File: src/rtl/switch_port_arbiter.sv
// Output-port arbiter for the 4-port packet switch.
// One round-robin FSM per output with a hold watchdog.
module switch_port_arbiter #(
  parameter int NUM_PORTS = 4,
  parameter int MAX_HOLD  = 64
) (
  input  logic       clk,
  input  logic       reset,
  input  logic [3:0] req,
  input  logic [7:0] dest,
  input  logic [3:0] eop,
  output logic [3:0] gnt,
  output logic [3:0] out_busy,
  output logic [7:0] out_sel,
  output logic [3:0] timeout
);

  typedef enum logic {
    IDLE,
    BUSY
  } state_e;

  localparam logic [7:0] HOLD_LAST = 8'(MAX_HOLD - 1);

  state_e     state_q [NUM_PORTS];
  state_e     state_d [NUM_PORTS];
  logic [1:0] owner_q [NUM_PORTS];
  logic [1:0] owner_d [NUM_PORTS];
  logic [1:0] ptr_q   [NUM_PORTS];
  logic [1:0] ptr_d   [NUM_PORTS];
  logic [7:0] cnt_q   [NUM_PORTS];
  logic [7:0] cnt_d   [NUM_PORTS];

  logic [3:0] gnt_q, gnt_d;
  logic [3:0] busy_q, busy_d;
  logic [7:0] sel_q, sel_d;
  logic [3:0] to_q, to_d;

  logic       found;
  logic [1:0] idx;

  // Per-output arbitration, hold tracking and next output image
  always_comb begin
    gnt_d  = '0;
    busy_d = '0;
    sel_d  = '0;
    to_d   = '0;
    found  = 1'b0;
    idx    = '0;
    for (int o = 0; o < NUM_PORTS; o++) begin
      state_d[o] = state_q[o];
      owner_d[o] = owner_q[o];
      ptr_d[o]   = ptr_q[o];
      cnt_d[o]   = cnt_q[o];
      unique case (state_q[o])
        IDLE: begin
          found = 1'b0;
          for (int k = 0; k < NUM_PORTS; k++) begin
            idx = ptr_q[o] + 2'(k);
            if (!found && req[idx] && !gnt_q[idx] &&
                dest[2*idx +: 2] == 2'(o)) begin
              found      = 1'b1;
              owner_d[o] = idx;
              ptr_d[o]   = idx + 2'd1;
              cnt_d[o]   = '0;
              state_d[o] = BUSY;
            end
          end
        end
        BUSY: begin
          if (cnt_q[o] != 8'hFF)
            cnt_d[o] = cnt_q[o] + 8'd1;
          if (eop[owner_q[o]]) begin
            state_d[o] = IDLE;
          end else if (!req[owner_q[o]]) begin
            state_d[o] = IDLE;
          end else if (cnt_q[o] == HOLD_LAST) begin
            state_d[o] = IDLE;
            to_d[o]    = 1'b1;
          end
        end
        default: state_d[o] = IDLE;
      endcase
      if (state_d[o] == BUSY) begin
        busy_d[o]          = 1'b1;
        gnt_d[owner_d[o]]  = 1'b1;
        sel_d[2*o +: 2]    = owner_d[o];
      end
    end
  end

  // State, pointers, counters and registered outputs
  always_ff @(posedge clk) begin
    if (reset) begin
      for (int o = 0; o < NUM_PORTS; o++) begin
        state_q[o] <= IDLE;
        owner_q[o] <= '0;
        ptr_q[o]   <= '0;
        cnt_q[o]   <= '0;
      end
      gnt_q  <= '0;
      busy_q <= '0;
      sel_q  <= '0;
      to_q   <= '0;
    end else begin
      for (int o = 0; o < NUM_PORTS; o++) begin
        state_q[o] <= state_d[o];
        owner_q[o] <= owner_d[o];
        ptr_q[o]   <= ptr_d[o];
        cnt_q[o]   <= cnt_d[o];
      end
      gnt_q  <= gnt_d;
      busy_q <= busy_d;
      sel_q  <= sel_d;
      to_q   <= to_d;
    end
  end

  assign gnt      = gnt_q;
  assign out_busy = busy_q;
  assign out_sel  = sel_q;
  assign timeout  = to_q;

endmodule

File: config.mk
export PLATFORM = sky130hd
export DESIGN_NAME = switch_port_arbiter
export DESIGN_NICKNAME = d
export VERILOG_FILES = /design/src/rtl/switch_port_arbiter.sv
export SDC_FILE = /design/constraint.sdc
export NUM_CORES = 1
export LEC_CHECK = 0
export CORE_ASPECT_RATIO = 0.9
export CORE_MARGIN = 2
export CORE_UTILIZATION = 35
export CTS_BUF_LIST = sky130_fd_sc_hd__clkbuf_4
export DETAILED_ROUTE_END_ITERATION = 16
export GPL_TIMING_DRIVEN = 0
export PLACE_DENSITY = 0.52
export SLEW_MARGIN = 25
export SYNTH_ARGS = -nofsm -noshare
export SYNTH_HDL_FRONTEND = slang
export SYNTH_SLANG_ARGS = --single-unit
File: constraint.sdc
create_clock -name clk -period 2.9 [get_ports clk]
set_clock_uncertainty 0.2 [all_clocks]
set_input_delay 0.725 -clock clk [delete_from_list [all_inputs] [get_ports clk]]
set_output_delay 0.725 -clock clk [all_outputs]
set_load 0.01 [all_outputs]
# Yosys cells after proc, flatten, opt, wreduce, memory -nomap -nowiden
# Memory sizes are Yosys's and may differ from the RTL's.
# Cells that the tools add are included.
[totals] reg_bits=20 latchBits=0 mem_bits_rw=52 rom_bits=0 output_inout_bits=20 word_cells=460 memories=4
[memory_table] memory="cnt_q" depth=4 word_bits=8 read_ports=4 rd_clocked_by_memory_dff=0 wr=4 line_no="31" text="logic [7:0] cnt_q [NUM_PORTS];"
[memory_table] memory="owner_q" depth=4 word_bits=2 read_ports=4 rd_clocked_by_memory_dff=0 wr=4 line_no="27" text="logic [1:0] owner_q [NUM_PORTS];"
[memory_table] memory="ptr_q" depth=4 word_bits=2 read_ports=4 rd_clocked_by_memory_dff=0 wr=4 line_no="29" text="logic [1:0] ptr_q [NUM_PORTS];"
[memory_table] memory="state_q" depth=4 word_bits=1 read_ports=4 rd_clocked_by_memory_dff=0 wr=4 line_no="25" text="state_e state_q [NUM_PORTS];"
[classes] addsub=28 mul=0 div_mod_pow=0 n_lt_le_gt_ge=28 n_eq_ne=20 shifts=16 n_mux=235 n_bitwise=31 n_reduce_logical=88
[ops] op="$mux W8" n=24
[ops] op="$shiftx A8 B4 Y2" n=16
[ops] op="$mux W1" n=107
[ops] op="$mux W2" n=48
[ops] op="$bmux W1 S2" n=40
[ops] op="$lt A2 B3 Y1 const B" n=24
[ops] op="$pmux W8 S2" n=4
[ops] op="$logic_and A1 B1 Y1" n=48
[ops] op="$add A2 B1 Y2 const B" n=16
[ops] op="$add A8 B1 Y8 const B" n=4
[ops] op="$eq A8 B6 Y1 const B" n=4
[ops] op="$ne A8 B8 Y1 const B" n=4
[ops] op="$logic_not A1 Y1" n=28
[ops] op="$add A2 B2 Y2 const B" n=8
[ops] op="$eq A2 B2 Y1 const B" n=8
[ops] op="$mux W4" n=4
[ops] op="$or A1 B1 Y1" n=16
[ops] op="$reduce_or A4 Y1" n=4
[ops] op="$not A1 Y1" n=12
[ops] op="$or A4 B4 Y4" n=3
[ops] op="$demux W1 S2" n=4
[ops] op="$eq A2 B1 Y1 const B" n=4
[ops] op="$ge A2 B1 Y1 const B" n=4
[ops] op="$logic_not A2 Y1" n=4
[ops] op="other kinds (2)" n=8

# Logic depth before layout (Yosys ltp)
# Gate-level depths: netlist of the first run.
[depth] depth_word=36 mapped_depth=11

# Least setup slack after synthesis of the first run
# Ideal clock, no wire load.
[synth_timing] path_kind="in2reg" startpoint="in req[0]" endpoint="reg gnt_q[3], in the netlist gnt[3]" setup_ns=0.063 arrival_time_ns=2.611 path_slack_ns=0.027 cell_stages=9 n_path_buf=1 path_cell_list="clkbuf_1 > and4bb_2 > mux2i_1 > a32oi_1 > a211o_1 > a31oi_1 > o221a_2 > or4b_1 > nand3b_1"
[synth_via] elab_chain_len=35 word_cells_on_any_way=191 classes_between="order compare: 8; mux: 120; bitwise: 3; reduce/logical: 60"
[synth_rtl] item="start: declaration" line_no="9" text="input logic [3:0] req,"
[synth_rtl] item="$bmux W1 S2" line_no="60" text="if (!found && req[idx] && !gnt_q[idx] &&"
[synth_rtl] item="$mux W1 (not written as such)" line_no="60"
[synth_rtl] item="$logic_and A1 B1 Y1 (2 in a row)" line_no="60"
[synth_rtl] item="$mux W1" line_no="60"
[synth_rtl] item="$mux W1" line_no="55" text="unique case (state_q[o])"
[synth_rtl] item="$logic_not A1 Y1" line_no="60"
[synth_rtl] item="$logic_and A1 B1 Y1 (3 in a row)" line_no="60"
[synth_rtl] item="$mux W1" line_no="60"
[synth_rtl] item="[16 not listed]"
[synth_rtl] item="$demux W1 S2" line_no="86" text="gnt_d[owner_d[o]] = 1'b1;"
[synth_rtl] item="$mux W4" line_no="84" text="if (state_d[o] == BUSY) begin"
[synth_rtl] item="$or A4 B4 Y4 (no line)"
[synth_rtl] item="$mux W4" line_no="84"
[synth_rtl] item="$or A4 B4 Y4 (no line)"
[synth_rtl] item="$mux W4" line_no="84"
[synth_rtl] item="$or A4 B4 Y4 (no line)"
[synth_rtl] item="$mux W4 (*)" line_no="84"
[synth_rtl] item="end signal: assignment" line_no="112" text="gnt_q <= gnt_d;"
[synth_rtl] item="end: declaration" line_no="34" text="logic [3:0] gnt_q, gnt_d;"
# Every way passes the cells marked *; elsewhere a longest branch is shown, timed or not. The select of a mux whose other input is x is not followed.
# A chain may end at the register's enable or synchronous reset.

==> results of run 1 <==
[area by class of cell]
| type | count | area (sq um) |
|---|---|---|
| fill | 1315 | 7440 |
| buffer | 47 | 201 |
| multi-input combinational | 480 | 3120 |
| inverter | 15 | 56.3 |
| sequential | 68 | 1360 |
| clock inverter | 6 | 55.1 |
| clock buffer | 10 | 75.1 |
| tap | 164 | 205 |
| timing repair buffer | 35 | 323 |
[what timing repair did]
| action | in CTS | in global routing |
|---|---|---|
| pin swaps | 2 | 2 |
| resized for setup | 15 | 9 |
| setup endpoints to repair | 31 | 4 |
| hold endpoints to repair | 0 | 0 |
| buffers inserted | 4 | 2 |
[flip-flops by register name, indices dropped and copies added, names as in the netlist]
register / flops
cnt_q: 32
gnt: 4
out_busy: 4
out_sel: 8
owner_q: 8
ptr_q: 8
timeout: 4
[through the flow]
stage / TNS [ns] / util, % / cell area [sq um] / setup slack [ns]
5_1_grt: -0.000220 / 42.1 / 5400 / -0.000220
2_1_floorplan: 0 / - / 4660 / 0.0266
6_report: 0 / 42.1 / 5400 / 0.104
3_5_place_dp: -26.84 / 40.2 / 5160 / -0.884
4_1_cts: 0 / 41.8 / 5370 / 0.0961
3_3_place_gp: -27.35 / 40.2 / 5160 / -0.917
[cell families after synthesis]
logic type / Yosys count / synth area share (%)
AOI/OAI and AO/OA: 150 / 21.1
xor gates and xnor gates: 19 / 3.57
adders and majority gates: 5 / 1.29
buffers and inverters: 63 / 5.55
DFF: 68 / 29.2
muxes: 17 / 5.12
and+or+nand+nor: 289 / 34.1
[how the worst max path moves through the flow]
stage | start | end | slack [ns] | depth (start not counted)
after floorplan | req[0] | gnt[3]$_SDFF_PP0_ | 0.03 | 9
after global placement | dest[2] | gnt[2]$_SDFF_PP0_ | -0.92 | 9
after detailed placement | dest[3] | gnt[2]$_SDFF_PP0_ | -0.88 | 10
after CTS | req[0] | gnt[3]$_SDFF_PP0_ | 0.1 | 9
after global routing | dest[7] | gnt[2]$_SDFF_PP0_ | -0.0002 | 10
final | reset | cnt_q[3][1]$_SDFFE_PP0P_ | 0.10 | 5
[report_power, final]
group	switching, uW	total [uW]	internal (uW)
registers	131	1180	1050
logic	949	1620	676
clock network	362	625	263
total	1440	3430	1990
[layout by cell type, fill, tap and decap left out, drive strengths merged, types with 4 or more instances in the layout]
| cell type | n |
|---|---|
| buf | 17 |
| nand4b | 5 |
| a32oi | 7 |
| nor2 | 85 |
| a21oi | 39 |
| xor2 | 14 |
| clkbuf | 48 |
| or3 | 5 |
| or4b | 5 |
| a31oi | 13 |
| dfxtp | 68 |
| a22oi | 7 |
| nand3 | 28 |
| mux2 | 5 |
| nor3b | 5 |
| a21o | 9 |
| mux4 | 5 |
| nand4bb | 6 |
| nand3b | 6 |
| ha | 4 |
| clkdlybuf4s50 | 25 |
| nor4b | 5 |
| and3 | 9 |
| a311oi | 7 |
| and4bb | 7 |
| o21ai | 29 |
| nand2b | 8 |
| and4b | 4 |
| nand4 | 10 |
| inv | 15 |
| clkinv | 4 |
| xnor2 | 5 |
| mux2i | 7 |
| o211ai | 9 |
| nor2b | 11 |
| nand2 | 52 |
| nor3 | 27 |
[critical path, delay by kind of cell]
family / cells / cell delay [ns]
simple gates: 1 / 0.11
buf+inv: 4 / 2.09
[metal layers]
metal | GRT usage [%] | up-vias | wire length [um]
met3 | 4.69 | 22 | 807
met1 | 25.1 | 2269 | 6330
met5 | 0 | - | 0
met4 | 6.52 | 0 | 278
li1 | - | 2340 | -
met2 | 31.6 | 173 | 6450
==> metrics.md, run 1 <==
| Metric | Value |
|---|---|
| Final max-slew violation count | 0 |
| Number of global-route vias before repair | approximately 4300 |
| Total Power Consumption | approximately 3400 uW |
| Hold Vio Cnt, Final | 0 |
| Number of cell instances on the worst register-to-register path | 9 |
| Maximum fanout count along the critical path | 10 |
| Total placed cells including tap cells | about 800 |
| Destination of the worst register-to-register timing path | gnt[0]$_SDFF_PP0_ |
| Mapped Nets | between 600 and 700 |
| Tightest Pin Transition | 0.675 ns |
| Most frequent cell on the critical path | sky130_fd_sc_hd__clkbuf_1 |
| Outcome | complete, no violations |
| Standard-cell row count | 39 |
| Drt pass-1 iters | 6 |
| Number of buffers added to fix hold violations after cts | 0 |
| Number of antenna-violating nets in the routed design | 0 |
| Worst-path clk slew | around 0.12 ns |
| Final GP Congestion | approximately 0.9 |
| Area of the die | 14300 sq um |
| Sequential-to-total area share from yosys stat | 29.2% |
| Vertical extent of the die | 114 um |
| Routed length per placed instance | between 15 and 20 um |
| Count of vias placed by the detailed router | about 4800 |
| Maximum number of pins on one net before global-route repair | 12 |
| Critical Path AT | between 2 and 3 ns |
| Capturing element type of the critical path | register |
| Area growth from synthesis to layout | 15.8% |
| Most frequent cell after synthesis | sky130_fd_sc_hd__nor2_1 |
| Post-synth top cells | sky130_fd_sc_hd__nor2_1 (84), sky130_fd_sc_hd__dfxtp_1 (68), sky130_fd_sc_hd__nand2_1 (52), sky130_fd_sc_hd__a21oi_1 (39), sky130_fd_sc_hd__clkbuf_1 (37) |
| Class of the most critical hold timing path | reg2reg |
| H-tree levels | 3 |
| Io pins | 38 |
| Proportion of netlist area held by the largest area contributor | just under 30% |
| Max rail drop VDD | 0.000253 V |
| Cell Chain, Critical Path | clkdlybuf4s50_1 -> clkbuf_1 -> clkbuf_2 -> clkbuf_1 -> nor2_1 |
| Power density of the placed cells | 636 nW/um^2 |
| Portion of the clock cycle consumed by the worst path in the final layout | a little over nine tenths |
| Maximum number of buffers from clock root to sink | 2 |
| Cell accounting for the most synthesized area | sky130_fd_sc_hd__dfxtp_1 |
| Worst hold slack after final layout | approximately 0.29 ns |
| Maximum single-stage delay on the critical path | ~0.57 ns |
| Global-route wire length before repair | about 22 mm |
| Aggregate routed wire length | roughly 14 mm |
| Initial Util | a little over a third |
| Number of flip-flops and latches in the synthesized netlist | between 60 and 70 |
| Clock tree from TritonCTS | done |
| ANT cells | 0 |
| Total of warnings raised by yosys | 0 |
| Min Clock Period, post-route | about 2.8 ns |
| Required time at the worst-slack endpoint | 3.02 ns |
| Final setup fails | 0 |
| Combined global-route utilization of all metal layers | 19.3% |
| Final Net Count | a little under 700 |
| Clock root buffer | sky130_fd_sc_hd__clkbuf_4 |
| Post-layout instance count excluding filler cells | 825 |
| Post-synthesis cell area | roughly 4700 sq um |
| Global route overflow | 0 |
| DRC violation total after the first TritonRoute iteration | 509 |
| Layout cell share with drive strength beyond 1 | about a tenth |
| Netlist cell types | between 60 and 70 |
| Crit Path Class | in2reg |
| Instance count along the most critical hold path | 2 |
| Max frequency | between 0.3 and 0.4 GHz |
| HPWL after DPL | 9.94 mm |
| Lkg Pwr | 0.00194 uW |
| Port Buf Inserts | 29 |
| Placeable core region | between 10000 and 15000 sq um |
| Worst Hold Path EP | cnt_q[2][2]$_SDFFE_PP0P_ |
| Die outline width | between 100 and 150 um |
| Post-synthesis async set-or-reset flop share | 0% |
| Number of maximum-capacitance constraint violations | 0 |
| Crit path max-delay cell type | sky130_fd_sc_hd__clkdlybuf4s50_1 |
| Clock net sink count | between 60 and 70 |
| Prevailing post-synth register cell | sky130_fd_sc_hd__dfxtp_1 |
| Final routed DRC violation total | 0 |
| Origin of the critical flop-to-flop path | gnt[2]$_SDFF_PP0_ |
| Tightest slew margin relative to the limit | between 50% and 60% |
| Initial antenna violation count | 0 |
| Hold path start | cnt_q[2][2]$_SDFFE_PP0P_ |
| Startpoint Class | input pin |
| Post-synth EDFFs | 0 |
| Internal reg-to-reg setup slack | approximately 0.15 ns |
| Post-synthesis cell count | 611 |
| Avg Synthesized Cell Area | ~7.6 sq um |
| Num CTS Buffers | 9 |
| Latest clock arrival within the worst-skew pair | roughly 0.46 ns |
| Ratio of routed vias to standard cells | 5.82 |
| Ranking of synthesized cells by area | sky130_fd_sc_hd__dfxtp_1 (29%), sky130_fd_sc_hd__nor2_1 (6.8%), sky130_fd_sc_hd__a21oi_1 (4.2%) |
Power figures use the tool's default switching activity.
==> run 2, diff against run 1 <==
--- a/config.mk
+++ b/config.mk
@@ -9,6 +9,7 @@
 export CORE_MARGIN = 2
 export CORE_UTILIZATION = 35
 export CTS_BUF_LIST = sky130_fd_sc_hd__clkbuf_4
+export CTS_CLUSTER_SIZE = 25
 export DETAILED_ROUTE_END_ITERATION = 16
 export GPL_TIMING_DRIVEN = 0
 export PLACE_DENSITY = 0.52
==> results of run 2 <==
Final layout, timing and power as in run 1 (identical DEF).
==> run 3, diff against run 2 <==
--- a/config.mk
+++ b/config.mk
@@ -11,8 +11,10 @@
 export CTS_BUF_LIST = sky130_fd_sc_hd__clkbuf_4
 export CTS_CLUSTER_SIZE = 25
 export DETAILED_ROUTE_END_ITERATION = 16
+export DONT_BUFFER_PORTS = 1
 export GPL_TIMING_DRIVEN = 0
-export PLACE_DENSITY = 0.52
+export PLACE_DENSITY = 0.48
+export SETUP_SLACK_MARGIN = 0.1
 export SLEW_MARGIN = 25
 export SYNTH_ARGS = -nofsm -noshare
 export SYNTH_HDL_FRONTEND = slang
==> run 3 against run 2 <==
Via count is 2.7% lower. Critical path type unchanged. Global-route usage up 0.83 points. Highest routed layer unchanged. Sequential share of layout area increased by 1.2 points.
==> metrics.md, run 3 (synthesis gave the netlist of run 1 again) <==
| Metric | Value |
|---|---|
| Outcome | complete, no violations |
| Combined global-route utilization of all metal layers | 20.1% (+0.83 points) |
| Global route overflow | 0 (unchanged) |
| Hold Vio Cnt, Final | 0 (unchanged) |
| Tightest slew margin relative to the limit | 53.6% (-1.4 points) |
| H-tree levels | 3 (unchanged) |
| Total length of routed met2 wires | 6.10 mm (-5.4%) |
| Gate family responsible for the most delay along the worst path | simple AND/OR/NAND/NOR gates |
| Clock net sink count | 68 (unchanged) |
| Crit Path Class | in2reg |
| Critical Path AT | 2.87 ns (-0.05 ns) |
| Total placed cells including tap cells | 775 (-3.6%) |
| Switching power | 1410 uW (-1.9%) |
| CP Launch Point | dest[6] |
| Maximum single-stage delay on the critical path | 0.68 ns (+0.11 ns) |
| Lkg Pwr | 0.00188 uW (-3.2%) |
| Pre-CTS WS | -0.575 ns (+0.309 ns) |
| Drt pass-1 iters | 7 (+1) |
| Final Net Count | 652 (-3.8%) |
| Global-route wire length before repair | 23.0 mm (+3.9%) |
| Clock root buffer | sky130_fd_sc_hd__clkbuf_4 |
| Total Power Consumption | 3300 uW (-3.8%) |
| Largest Register | cnt_q |
| Number of buffers added to fix hold violations after cts | 0 (unchanged) |
| Num CTS Buffers | 9 (unchanged) |
| Max frequency | 0.373 GHz (+4.2%) |
| Number of flip-flops under the largest register name | 32 (unchanged) |
| Max rail drop VDD | 0.000208 V (-18%) |
| Hold path start | reset |
| Gate power share | 47.3% (about the same) |
| Final max-slew violation count | 0 (unchanged) |
| Layout cell share with drive strength beyond 1 | 12.3% (+1.8 points) |
| Share of total power consumed by net switching | 42.8% (+0.82 points) |
| Startpoint Class | input pin |
| Internal reg-to-reg setup slack | 0.23 ns (+0.08 ns) |
| Number of cell instances on the worst register-to-register path | 8 (-1) |
| Top layer in use | met4 |
| Most frequent cells in the layout | sky130_fd_sc_hd__nor2_1 (84), sky130_fd_sc_hd__dfxtp_1 (64), sky130_fd_sc_hd__nand2_1 (52) |
| Class of the most critical hold timing path | in2reg |
| Final setup fails | 0 (unchanged) |
| Placeable core region | 12800 sq um (unchanged) |
| Origin of the critical flop-to-flop path | gnt[0]$_SDFF_PP0_ |
| Initial antenna violation count | 0 (unchanged) |
| Final critical-path setup slack | 0.217 ns (+0.113 ns) |
| Portion of the clock cycle consumed by the worst path in the final layout | 92.5% (-3.9 points) |
| Initial Util | 36.3% (unchanged) |
| Maximum number of pins on one net before global-route repair | 11 (-1) |
| Worst hold slack after final layout | 0.177 ns (-0.114 ns) |
| Power Internal | 1890 uW (-5.1%) |
| Capturing element type of the critical path | register |
| Portion of total power attributed to sequential cells | 36.7% (+2.2 points) |
| Destination of the worst register-to-register timing path | gnt[3]$_SDFF_PP0_ |
| Number of global-route vias before repair | 4272 (+0.070%) |
| Count of vias placed by the detailed router | 4675 (-2.7%) |
| Maximum fanout count along the critical path | 9 (-1) |
| Area of the die | 14300 sq um (unchanged) |
| DRC violation total after the first TritonRoute iteration | 516 (+1.4%) |
| Power density of the placed cells | 638 nW/um^2 (+0.35%) |
| Cell Chain, Critical Path | clkbuf_2 -> or4b_1 -> nor3_1 -> o21ai_1 -> a221oi_1 -> a41oi_2 -> nor3_2 -> a2bb2oi_1 -> nand3b_1 |
| Routed wl met3 | 942 um (+17%) |
| Fill count | 1333 (+1.4%) |
| Final routed DRC violation total | 0 (unchanged) |
| Crit path max-delay cell type | sky130_fd_sc_hd__or4b_1 |
| Routed length per placed instance | 17.9 um (+6.5%) |
| Maximum number of buffers from clock root to sink | 2 (unchanged) |
| Aggregate routed wire length | 14.3 mm (+3.2%) |
| Total negative slack | 0 ns (unchanged) |
| Endpoint of the worst setup timing path | gnt[2]$_SDFF_PP0_ |
| RSZ-0062 raised after global routing | true |
| Port Buf Inserts | 0 (-100%) |
| Final GP Congestion | 0.903 (+0.52%) |
| Clock share of power | 15.9% (-2.3 points) |
| Min Clock Period, post-route | 2.68 ns (-0.113 ns) |
| ANT cells | 0 (unchanged) |
| Ratio of routed vias to standard cells | 5.85 (+0.48%) |
| Buffers & Inverters on Critical Path | 1 (-3) |
| Clock tree from TritonCTS | done |
| Die outline width | 126 um (unchanged) |
| Number of antenna-violating nets in the routed design | 0 (unchanged) |
| Wire length on met1 | 7.09 mm (+12%) |
| HPWL after DPL | 10.3 mm (+3.8%) |
| Number of maximum-capacitance constraint violations | 0 (unchanged) |
| Area growth from synthesis to layout | 11.0% |
| Post-layout instance count excluding filler cells | 799 (-3.2%) |
| Standard-cell row count | 39 (unchanged) |
| Latest clock arrival within the worst-skew pair | 0.44 ns (-0.02 ns) |
| Vertical extent of the die | 114 um (unchanged) |
| Tightest Pin Transition | 0.696 ns (+0.0215 ns) |
| Worst-path clk slew | 0.11 ns (about the same) |
| Instance count on the critical path | 9 (+4) |
| Leading cell type in the layout, fill and taps excluded | sky130_fd_sc_hd__nor2_1 |
| Required time at the worst-slack endpoint | 3.09 ns (+0.07 ns) |
| Io pins | 38 (unchanged) |
run 3: metrics by stage:
stage          area, sq um  utilization (%)
4_1_cts               5080             39.6
3_5_place_dp          4910             38.3
5_1_grt               5170             40.3
6_report              5170             40.3
2_1_floorplan         4710                -
3_3_place_gp          4910             38.3
run 3: final cells by class:
class | count | area [sq um] | share of cell area (%)
Sequential cell | 68 | 1370 | 26.5
Timing Repair Buffer | 8 | 60.1 | 1.16
Tap cell | 164 | 205 | 3.97
Inverter | 15 | 56.3 | 1.09
Buffer | 48 | 251 | 4.86
Multi-Input combinational cell | 480 | 3120 | 60.4
Clock inverter | 4 | 16.3 | 0.314
Clock buffer | 12 | 90.1 | 1.74
run 3: how the worst min path moves through the flow:
stage	endpoint	cells after the start
2_1_floorplan	cnt_q[2][2]$_SDFFE_PP0P_	2
3_3_place_gp	cnt_q[2][2]$_SDFFE_PP0P_	2
3_5_place_dp	cnt_q[2][2]$_SDFFE_PP0P_	2
4_1_cts	out_sel[1]$_SDFF_PP0_	1
5_1_grt	out_sel[1]$_SDFF_PP0_	1
6_report	out_sel[1]$_SDFF_PP0_	1
run 3: worst reg2reg max path, delay by kind of cell (launching register included):
| family | cells | cell delay (ns) |
|---|---|---|
| AND/OR/NAND/NOR | 3 | 0.90 |
| multiplexers | 1 | 0.14 |
| AO/OA/AOI/OAI | 4 | 0.90 |
| flip-flops | 1 | 0.47 |
run 3: power by group through the flow:
stage | clock [uW] | combinational (uW) | sequential [uW]
finish | 527 | 1560 | 1210
global route | 599 | 1710 | 1230
CTS | 556 | 1490 | 1200
detailed placement | 0 | 1450 | 1220
global placement | 0 | 1450 | 1220
floorplan | 0 | 1140 | 1170
run 3: timing repair:
action,in CTS,in global routing
cloned,0,0
setup endpoints to repair,7,8
pin swaps,2,1
resized for setup,6,20
buffers inserted,6,2
run 3: routing by layer:
metal,vias up,GRT usage [%]
li1,2291,-
met1,2188,29.3
met2,178,29.9
met3,18,3.85
met4,0,6.81
met5,-,0
